### src/rtl/decode_stage.sv
// RV32IM decode stage: splits the instruction into fields, forms the sign-extended
// immediate and register-use flags, and inserts one bubble per load-use dependency.
module decode_stage #(
  parameter int WORD_SIZE = 32,
  parameter int CNT_WIDTH = 16
) (
  input  logic                 aclk,
  input  logic                 aresetn,
  input  logic                 in_valid,
  input  logic [31:0]          in_instr,
  input  logic [WORD_SIZE-1:0] in_pc,
  output logic                 in_ready,
  input  logic                 stall,
  input  logic                 flush,
  output logic                 out_valid,
  output logic [WORD_SIZE-1:0] out_pc,
  output logic [6:0]           out_opcode,
  output logic [2:0]           out_funct3,
  output logic [6:0]           out_funct7,
  output logic [4:0]           out_rs1,
  output logic [4:0]           out_rs2,
  output logic [4:0]           out_rd,
  output logic [WORD_SIZE-1:0] out_immediate,
  output logic                 out_uses_rs1,
  output logic                 out_uses_rs2,
  output logic                 out_writes_rd,
  output logic                 out_illegal,
  output logic [CNT_WIDTH-1:0] bubble_count
);

  localparam logic [6:0] OP_ALU     = 7'b0110011;
  localparam logic [6:0] OP_ALU_IMM = 7'b0010011;
  localparam logic [6:0] OP_LOAD    = 7'b0000011;
  localparam logic [6:0] OP_STORE   = 7'b0100011;
  localparam logic [6:0] OP_BRANCH  = 7'b1100011;
  localparam logic [6:0] OP_JALR    = 7'b1100111;
  localparam logic [6:0] OP_JUMP    = 7'b1101111;
  localparam logic [6:0] OP_LUI     = 7'b0110111;
  localparam logic [6:0] OP_AUIPC   = 7'b0010111;

  logic [6:0]           dec_opcode;
  logic [4:0]           dec_rd;
  logic [4:0]           dec_rs1;
  logic [4:0]           dec_rs2;
  logic [31:0]          dec_imm;
  logic [WORD_SIZE-1:0] dec_imm_ext;
  logic                 dec_uses_rs1;
  logic                 dec_uses_rs2;
  logic                 dec_writes_rd;
  logic                 dec_illegal;
  logic                 hazard;

  assign dec_opcode  = in_instr[6:0];
  assign dec_rd      = in_instr[11:7];
  assign dec_rs1     = in_instr[19:15];
  assign dec_rs2     = in_instr[24:20];
  assign dec_imm_ext = WORD_SIZE'($signed(dec_imm));

  always_comb begin
    dec_imm       = '0;
    dec_uses_rs1  = 1'b0;
    dec_uses_rs2  = 1'b0;
    dec_writes_rd = 1'b0;
    dec_illegal   = 1'b0;
    case (dec_opcode)
      OP_ALU: begin
        dec_uses_rs1  = 1'b1;
        dec_uses_rs2  = 1'b1;
        dec_writes_rd = 1'b1;
      end
      OP_ALU_IMM, OP_LOAD, OP_JALR: begin
        dec_imm       = {{20{in_instr[31]}}, in_instr[31:20]};
        dec_uses_rs1  = 1'b1;
        dec_writes_rd = 1'b1;
      end
      OP_STORE: begin
        dec_imm      = {{20{in_instr[31]}}, in_instr[31:25], in_instr[11:7]};
        dec_uses_rs1 = 1'b1;
        dec_uses_rs2 = 1'b1;
      end
      OP_BRANCH: begin
        dec_imm      = {{19{in_instr[31]}}, in_instr[31], in_instr[7],
                        in_instr[30:25], in_instr[11:8], 1'b0};
        dec_uses_rs1 = 1'b1;
        dec_uses_rs2 = 1'b1;
      end
      OP_LUI, OP_AUIPC: begin
        dec_imm       = {in_instr[31:12], 12'b0};
        dec_writes_rd = 1'b1;
      end
      OP_JUMP: begin
        dec_imm       = {{11{in_instr[31]}}, in_instr[31], in_instr[19:12],
                         in_instr[20], in_instr[30:21], 1'b0};
        dec_writes_rd = 1'b1;
      end
      default: dec_illegal = 1'b1;
    endcase
    // x0 is hardwired, so nothing downstream should treat it as a destination
    if (dec_rd == 5'd0) dec_writes_rd = 1'b0;
  end

  assign hazard = in_valid && out_valid && (out_opcode == OP_LOAD) && (out_rd != 5'd0) &&
                  ((dec_uses_rs1 && (dec_rs1 == out_rd)) ||
                   (dec_uses_rs2 && (dec_rs2 == out_rd)));

  assign in_ready = !stall && !hazard;

  always_ff @(posedge aclk or negedge aresetn) begin
    if (!aresetn) begin
      out_valid     <= 1'b0;
      out_pc        <= '0;
      out_opcode    <= '0;
      out_funct3    <= '0;
      out_funct7    <= '0;
      out_rs1       <= '0;
      out_rs2       <= '0;
      out_rd        <= '0;
      out_immediate <= '0;
      out_uses_rs1  <= 1'b0;
      out_uses_rs2  <= 1'b0;
      out_writes_rd <= 1'b0;
      out_illegal   <= 1'b0;
      bubble_count  <= '0;
    end else if (flush) begin
      out_valid <= 1'b0;
    end else if (stall) begin
      out_valid <= out_valid;
    end else if (hazard) begin
      // bubble: the load stays visible in the field registers but is no longer valid
      out_valid <= 1'b0;
      if (bubble_count != {CNT_WIDTH{1'b1}}) bubble_count <= bubble_count + CNT_WIDTH'(1);
    end else begin
      out_valid     <= in_valid;
      out_pc        <= in_pc;
      out_opcode    <= dec_opcode;
      out_funct3    <= in_instr[14:12];
      out_funct7    <= in_instr[31:25];
      out_rs1       <= dec_rs1;
      out_rs2       <= dec_rs2;
      out_rd        <= dec_rd;
      out_immediate <= dec_imm_ext;
      out_uses_rs1  <= dec_uses_rs1;
      out_uses_rs2  <= dec_uses_rs2;
      out_writes_rd <= dec_writes_rd;
      out_illegal   <= dec_illegal;
    end
  end

endmodule

### config.mk
export PLATFORM = sky130hd
export DESIGN_NAME = decode_stage
export DESIGN_NICKNAME = d
export VERILOG_FILES = /design/src/rtl/decode_stage.sv
export SDC_FILE = /design/constraint.sdc
export NUM_CORES = 1
export LEC_CHECK = 0
export ABC_AREA = 1
export BUFFER_PORTS_ARGS = -buffer_cell sky130_fd_sc_hd__buf_2
export CAP_MARGIN = 20
export CORE_MARGIN = 5
export CORE_UTILIZATION = 46
export DETAILED_ROUTE_END_ITERATION = 12
export PLACE_DENSITY = 0.87
export SLEW_MARGIN = 20
export SYNTH_ARGS = -nofsm -noshare
export SYNTH_HDL_FRONTEND = slang
export SYNTH_SLANG_ARGS = --single-unit
export TNS_END_PERCENT = 30
### constraint.sdc
create_clock -name aclk -period 1.8 [get_ports aclk]
set_clock_uncertainty 0.1 [all_clocks]
set_input_delay 0.36 -clock aclk [delete_from_list [all_inputs] [get_ports aclk]]
set_output_delay 0.36 -clock aclk [all_outputs]
set_load 0.02 [all_outputs]
==> Yosys cells after proc, flatten, opt, wreduce, memory -nomap -nowiden <==
Cells that the tools add are included.
{ "totals": {"memories": 0, "romBits": 0, "out_inout_bits": 118, "latch_bits": 0, "wordCells": 61, "regBits": 117, "ramBits": 0} }
{ "op_classes": {"n_mux": 9, "eq_ne": 14, "n_addsub": 1, "n_lt_le_gt_ge": 0, "bitwise": 3, "shifts": 0, "multipliers": 0, "reduce_logical": 20, "div": 0} }
{ "ops": {"columns": ["cell", "n"], "rows": [
  ["one-hot mux 32 bit (5 select lines)", 1],
  ["== test 7 x 6 -> 1 bit (second input constant)", 3],
  ["== test 7 bit (second input constant)", 3],
  ["adder 16 x 1 -> 16 bit (second input constant)", 1],
  ["inequality test 16 bit (second input constant)", 1],
  ["== test 7 x 2 -> 1 bit (second input constant)", 2],
  ["== test 7 x 5 -> 1 bit (second input constant)", 2],
  ["== test 5 bit", 2],
  ["OR reduction 9 bit", 1],
  ["two-way mux 1 bit", 8],
  ["logical AND 1 bit", 7],
  ["OR reduction 7 bit", 1],
  ["OR reduction 3 bit", 2],
  ["OR reduction 6 bit", 1],
  ["logical NOT 5 bit", 1],
  ["nonzero test 5 bit", 1],
  ["AND reduction 4 bit", 1],
  ["inverter 1 bit", 3],
  ["AND reduction 3 bit", 1],
  ["logical NOT 1 bit", 2],
  ["inequality test 2 x 1 -> 1 bit (second input constant)", 1],
  ["OR reduction 2 bit", 1],
  ["logical OR 1 bit", 1]
]} }

==> Longest topological paths before layout <==
{ "logic_depth": {"ltp_word": 9, "depth_mapped": 13} }

==> Worst setup path before layout <==
Ideal clock, no wire load.
{ "synth_timing": {"kind": "register -> register", "from": "reg bubble_count[0]", "to": "reg bubble_count[14]", "arrival_time_ps": 1673, "n_path_buf": 0, "slack_ps": -91, "path_stages_with_launch": 10, "period_less_slack_ps": 1891, "cell_sequence": "dfrtp_1 ha_1 nand3_1 nor3_1 nand2_1 nor2_1 and3_1 nand2_1 nand2_1 nand2_1"} }
{ "synth_between": {"elab_chain_cells": 2} }
{ "synth_lines": {"columns": ["item", "line_no", "rtl"], "rows": [
  ["from (decl)", "28", "output logic [CNT_WIDTH-1:0] bubble_count"],
  ["from (signal assigned)", "131", "if (bubble_count != {CNT_WIDTH{1'b1}}) bubble_count <= bubble_count + CNT_WIDTH'(1);"],
  ["parallel branches: the longest is 2 deep, another holds adder 16 x 1 -> 16 bit", null, null]
]} }
Several ways; the timed one is not identified.
A chain may end at the register's enable or synchronous reset.

==> Worst setup path after layout <==
{ "layout_timing": {"from": "reg out_rd[2]", "to": "out in_ready"} }
{ "layout_between": {"elab_chain_cells": 6} }
{ "layout_lines": {"columns": ["item", "line_no", "rtl"], "rows": [
  ["from (decl)", "22", "output logic [4:0] out_rd,"],
  ["from (signal assigned)", "140", "out_rd <= dec_rd;"],
  ["== test 5 bit, on equally long branches", "103, 104", null],
  ["logical AND 1 bit, on equally long branches", "103, 104", null],
  ["logical OR 1 bit", "103", "((dec_uses_rs1 && (dec_rs1 == out_rd)) ||"],
  ["logical AND 1 bit *", "102", "assign hazard = in_valid && out_valid && (out_opcode == OP_LOAD) && (out_rd != 5'd0) &&"],
  ["logical NOT 1 bit *", "106", "assign in_ready = !stall && !hazard;"],
  ["logical AND 1 bit *", "106", null],
  ["to (decl)", "12", "output logic in_ready,"]
]} }
Mark *: on every way between the ends. The rest lies on a longest branch, timed or not.

==> results.md <==
Setup path
• critical path required time: 1340 ps
• Worst R2R Setup Slack: -430 ps
• cell family with most CP delay: simple AND/OR/NAND/NOR gates
• startpoint of the worst-slack reg-to-reg timing path: out_rd[3]$_DFFE_PN0P_
• Critical Path Fanout Max: 4
• worst path cell trace: inv_2, buf_4, nand4_1, nand4_1, a21oi_4, nor2_1, buf_4
• data arrival time of the critical path: 1900 ps
• class of the most critical setup path: reg2out
• master of the slowest instance on the critical path: dfrtp_1
• Critical Path End Type: primary output
• number of buffer and inverter stages on the critical path: 3
• delay of the slowest critical-path stage: 420 ps
• worst r2r path cells: 17
• Startpoint Class: flip-flop
• worst reg2reg path endpoint: out_rs2[2]$_DFFE_PN0P_

Synth
• Most used DFF post-synth: dfrtp_1
• number of nets in the synthesized netlist: 739
• average cell area after synthesis: 8.14 um2
• most frequent cells after synthesis: 254 x nand2_1, 117 x dfrtp_1, 76 x nand3_1
• most numerous cell in the Yosys netlist: nand2_1
• cell area after synthesis: 5450 um2
• post-synthesis cell type with the largest combined area: dfrtp_1
• Post-synth EDFFs: 0
• area fraction of the dominant cell type after synthesis: 53.7%
• sequential share of the synthesized area: 53.7%
• Synth warnings: 0
• Gate Count Post-Synth: 669
• number of register bits inferred by synthesis: 117
• number of distinct library cell variants in the gate-level netlist after synthesis: 32
• FFs w/ async S/R, synth: 100%
• leading cell types by total area after synthesis: dfrtp_1 54%, nand2_1 18%, nand3_1 7.0%

STA
• unrepaired setup endpoints after global routing: true
• Setup Viol. Count Final: 118
• final period demand of the worst path: 2360 ps
• fmax: 0.423 GHz
• Hold Violations, Final: 0
• least setup slack across all paths after layout: -565 ps
• setup TNS: -36420 ps
• max-slew violation count: 0
• worst slew slack as a fraction of its limit: 69.8%
• transition time of the tightest slew-check pin: 453 ps
• share of the clock period used by the worst path after layout: 131%

Layout
• finished layout cell area: 8820 um2
• post-route core utilization: 76.6%
• Antenna Diode Count: 0
• final cell count without fillers: 1126
• ratio of cells with drive above 1 in the final layout: 44.3%
• net total in the final layout: 1041
• layout overhead on the synthesized area: 61.9%

GRT
• pin count of the biggest net entering global routing: 45
• global-route wire length before repair: 31200 um
• antenna violations before repair: 0
• total overflow reported by the global router: 0
• vias in the first global route: 6115
• aggregate global-route resource usage: 27.8%

Placement
• # port buffers: 186
• hpwl dp: 12000 um
• pre-CTS setup slack: -348 ps
• instance count after placement with tap cells included: 1056
• cell area after placement: 7140 um2
• RD Place Congestion: 0.916

Hold path
• worst hold-check path type: in2reg
• cell count of the worst hold path: 3
• Min-Delay Endpoint: out_pc[23]$_DFFE_PN0P_
• source of the worst hold timing path: in_pc[23]

Run status
• failing checks: setup timing
• outcome: complete, but fails checks

Pwr
• static leakage power: 4.76 nW
• Peak supply drop: 0.000598 V
• power density over the cells: 881 nW/um2

Drt
• detailed-router iteration count before antenna repair: 5
• DRC violations left: 0
• detailed-route wire length per cell: 17.5 um
• final wirelength: 19700 um
• Iter 0 DRT Violations: 504
• Antenna Nets Post-Route: 0
• number of vias per cell: 5.39
• number of vias in the routed layout: 6074

Clock network
• number of clock buffers inserted by TritonCTS: 17
• clock tree from TritonCTS: built
• post-CTS clock slew at the launch and capture registers of the worst setup and hold paths: 60 ps
• maximum root-to-sink buffer count: 2
• root buffer cell: clkbuf_16
• Clock Sinks: 117
• worst-skew pair later-pin latency: 420 ps
• H-tree depth: 4

Floorplanning
• die area: 14100 um2
• Horiz. Die Dim: 119 um
• floorplan core area: 11500 um2
• initial cell density of the core: 47.3%
• number of ports placed on the die boundary: 187
• number of placement rows: 39
• die height: 119 um

Job
• number of violations of the max-capacitance limit: 0

==> state kept, by name, summed over array words and instances (netlist names), 3 cells and up <==
name,count
out_rd,5
out_opcode,7
out_immediate,32
out_rs2,5
out_pc,32
out_rs1,5
bubble_count,16
out_funct7,7
out_funct3,3
==> power breakdown <==
group	internal, mW	total (mW)	switching, mW
logic	0.621	1.50	0.877
clock network	2.06	3.29	1.23
registers	2.84	2.99	0.143
==> cell usage in the layout, fill, tap and decap left out, types with 3 or more instances in the layout <==
cell type,netlist,layout
nand2_1,254,226
buf_2,7,184
dfrtp_1,117,114
buf_4,12,85
nand3_1,76,58
inv_1,39,35
o21ai_1,44,34
nand2_2,5,27
clkbuf_16,0,19
nor2_1,24,18
nand3_2,1,17
nand4_1,14,14
buf_16,0,12
buf_6,2,12
buf_12,0,12
a21oi_1,15,11
o21ai_2,0,10
nor3_1,10,9
inv_2,4,8
a22oi_1,8,8
nor2_4,3,6
clkinvlp_4,0,6
nand2_4,1,5
nor2_2,1,4
xor2_1,4,4
o21ai_0,3,3
a21oi_2,1,3
nand2_8,0,3
nand3b_1,3,3
nor4_1,3,3
dfrtp_2,0,3
buf_8,0,3
==> worst max-delay path by stage <==
stage	slack, ps	end	depth (start not counted)	start
2_1_floorplan	-70	bubble_count[14]$_DFFE_PN0P_	9	bubble_count[1]$_DFFE_PN0P_
3_3_place_gp	-290	out_immediate[31]$_DFFE_PN0P_	11	in_instr[0]
3_5_place_dp	-350	out_immediate[9]$_DFFE_PN0P_	11	in_instr[0]
4_1_cts	-510	in_ready	10	out_rd[2]$_DFFE_PN0P_
5_1_grt	-680	in_ready	7	out_rd[2]$_DFFE_PN0P_
6_report	-560	in_ready	7	out_rd[2]$_DFFE_PN0P_
==> cells by family (layout without fill, tap and decap cells) <==
logic type | count (synthesis) | count (layout) | share of synthesized area, %
buffers and inverters | 75 | 388 | 6.43
XOR/XNOR | 7 | 7 | 1.13
flip-flops | 117 | 117 | 53.7
adder cells (fa/ha/maj) | 1 | 1 | 0.230
AND/OR/NAND/NOR | 397 | 398 | 31.4
AO/OA/AOI/OAI | 72 | 72 | 7.10
==> final cells by class <==
class / instances / area (um2)
multi-input combinational: 478 / 2540
fill: 752 / 2690
tap: 143 / 179
clock buffer: 19 / 443
timing repair buffer: 313 / 2430
sequential: 117 / 2930
clock inverter: 12 / 133
inverter: 44 / 165
==> per-layer routing <==
metal	GRT usage, %	up-vias	share of wire [%]
met1	34.1	2847	39
met5	0	-	0
li1	-	2794	-
met2	45.2	359	49
met3	8.34	74	8.6
met4	12.8	0	4.1
==> per-stage QoR <==
step,total power [mW],hold slack [ps]
2_1_floorplan,3.61,-35.6
3_3_place_gp,4.20,135
3_5_place_dp,4.24,140
4_1_cts,7.74,48.0
5_1_grt,8.05,56.3
6_report,7.77,63.5
==> repair_timing <==
item / in CTS / in global routing
pin swaps: 39 / 4
gates cloned: 14 / 2
endpoints found under the hold margin: 42 / 0
hold buffers: 1 / 0
resized for setup: 115 / 10
buffers inserted: 20 / 2
setup endpoints to repair: 115 / 118
==> worst register-to-register path, delay by kind of cell, from the launching register on <==
kind	cells	cell delay, ps
DFF	1	440
buffers and inverters	7	810
AOI/OAI and AO/OA	1	70
and+or+nand+nor	9	730
No activity file was read; power rests on OpenSTA's default activity.
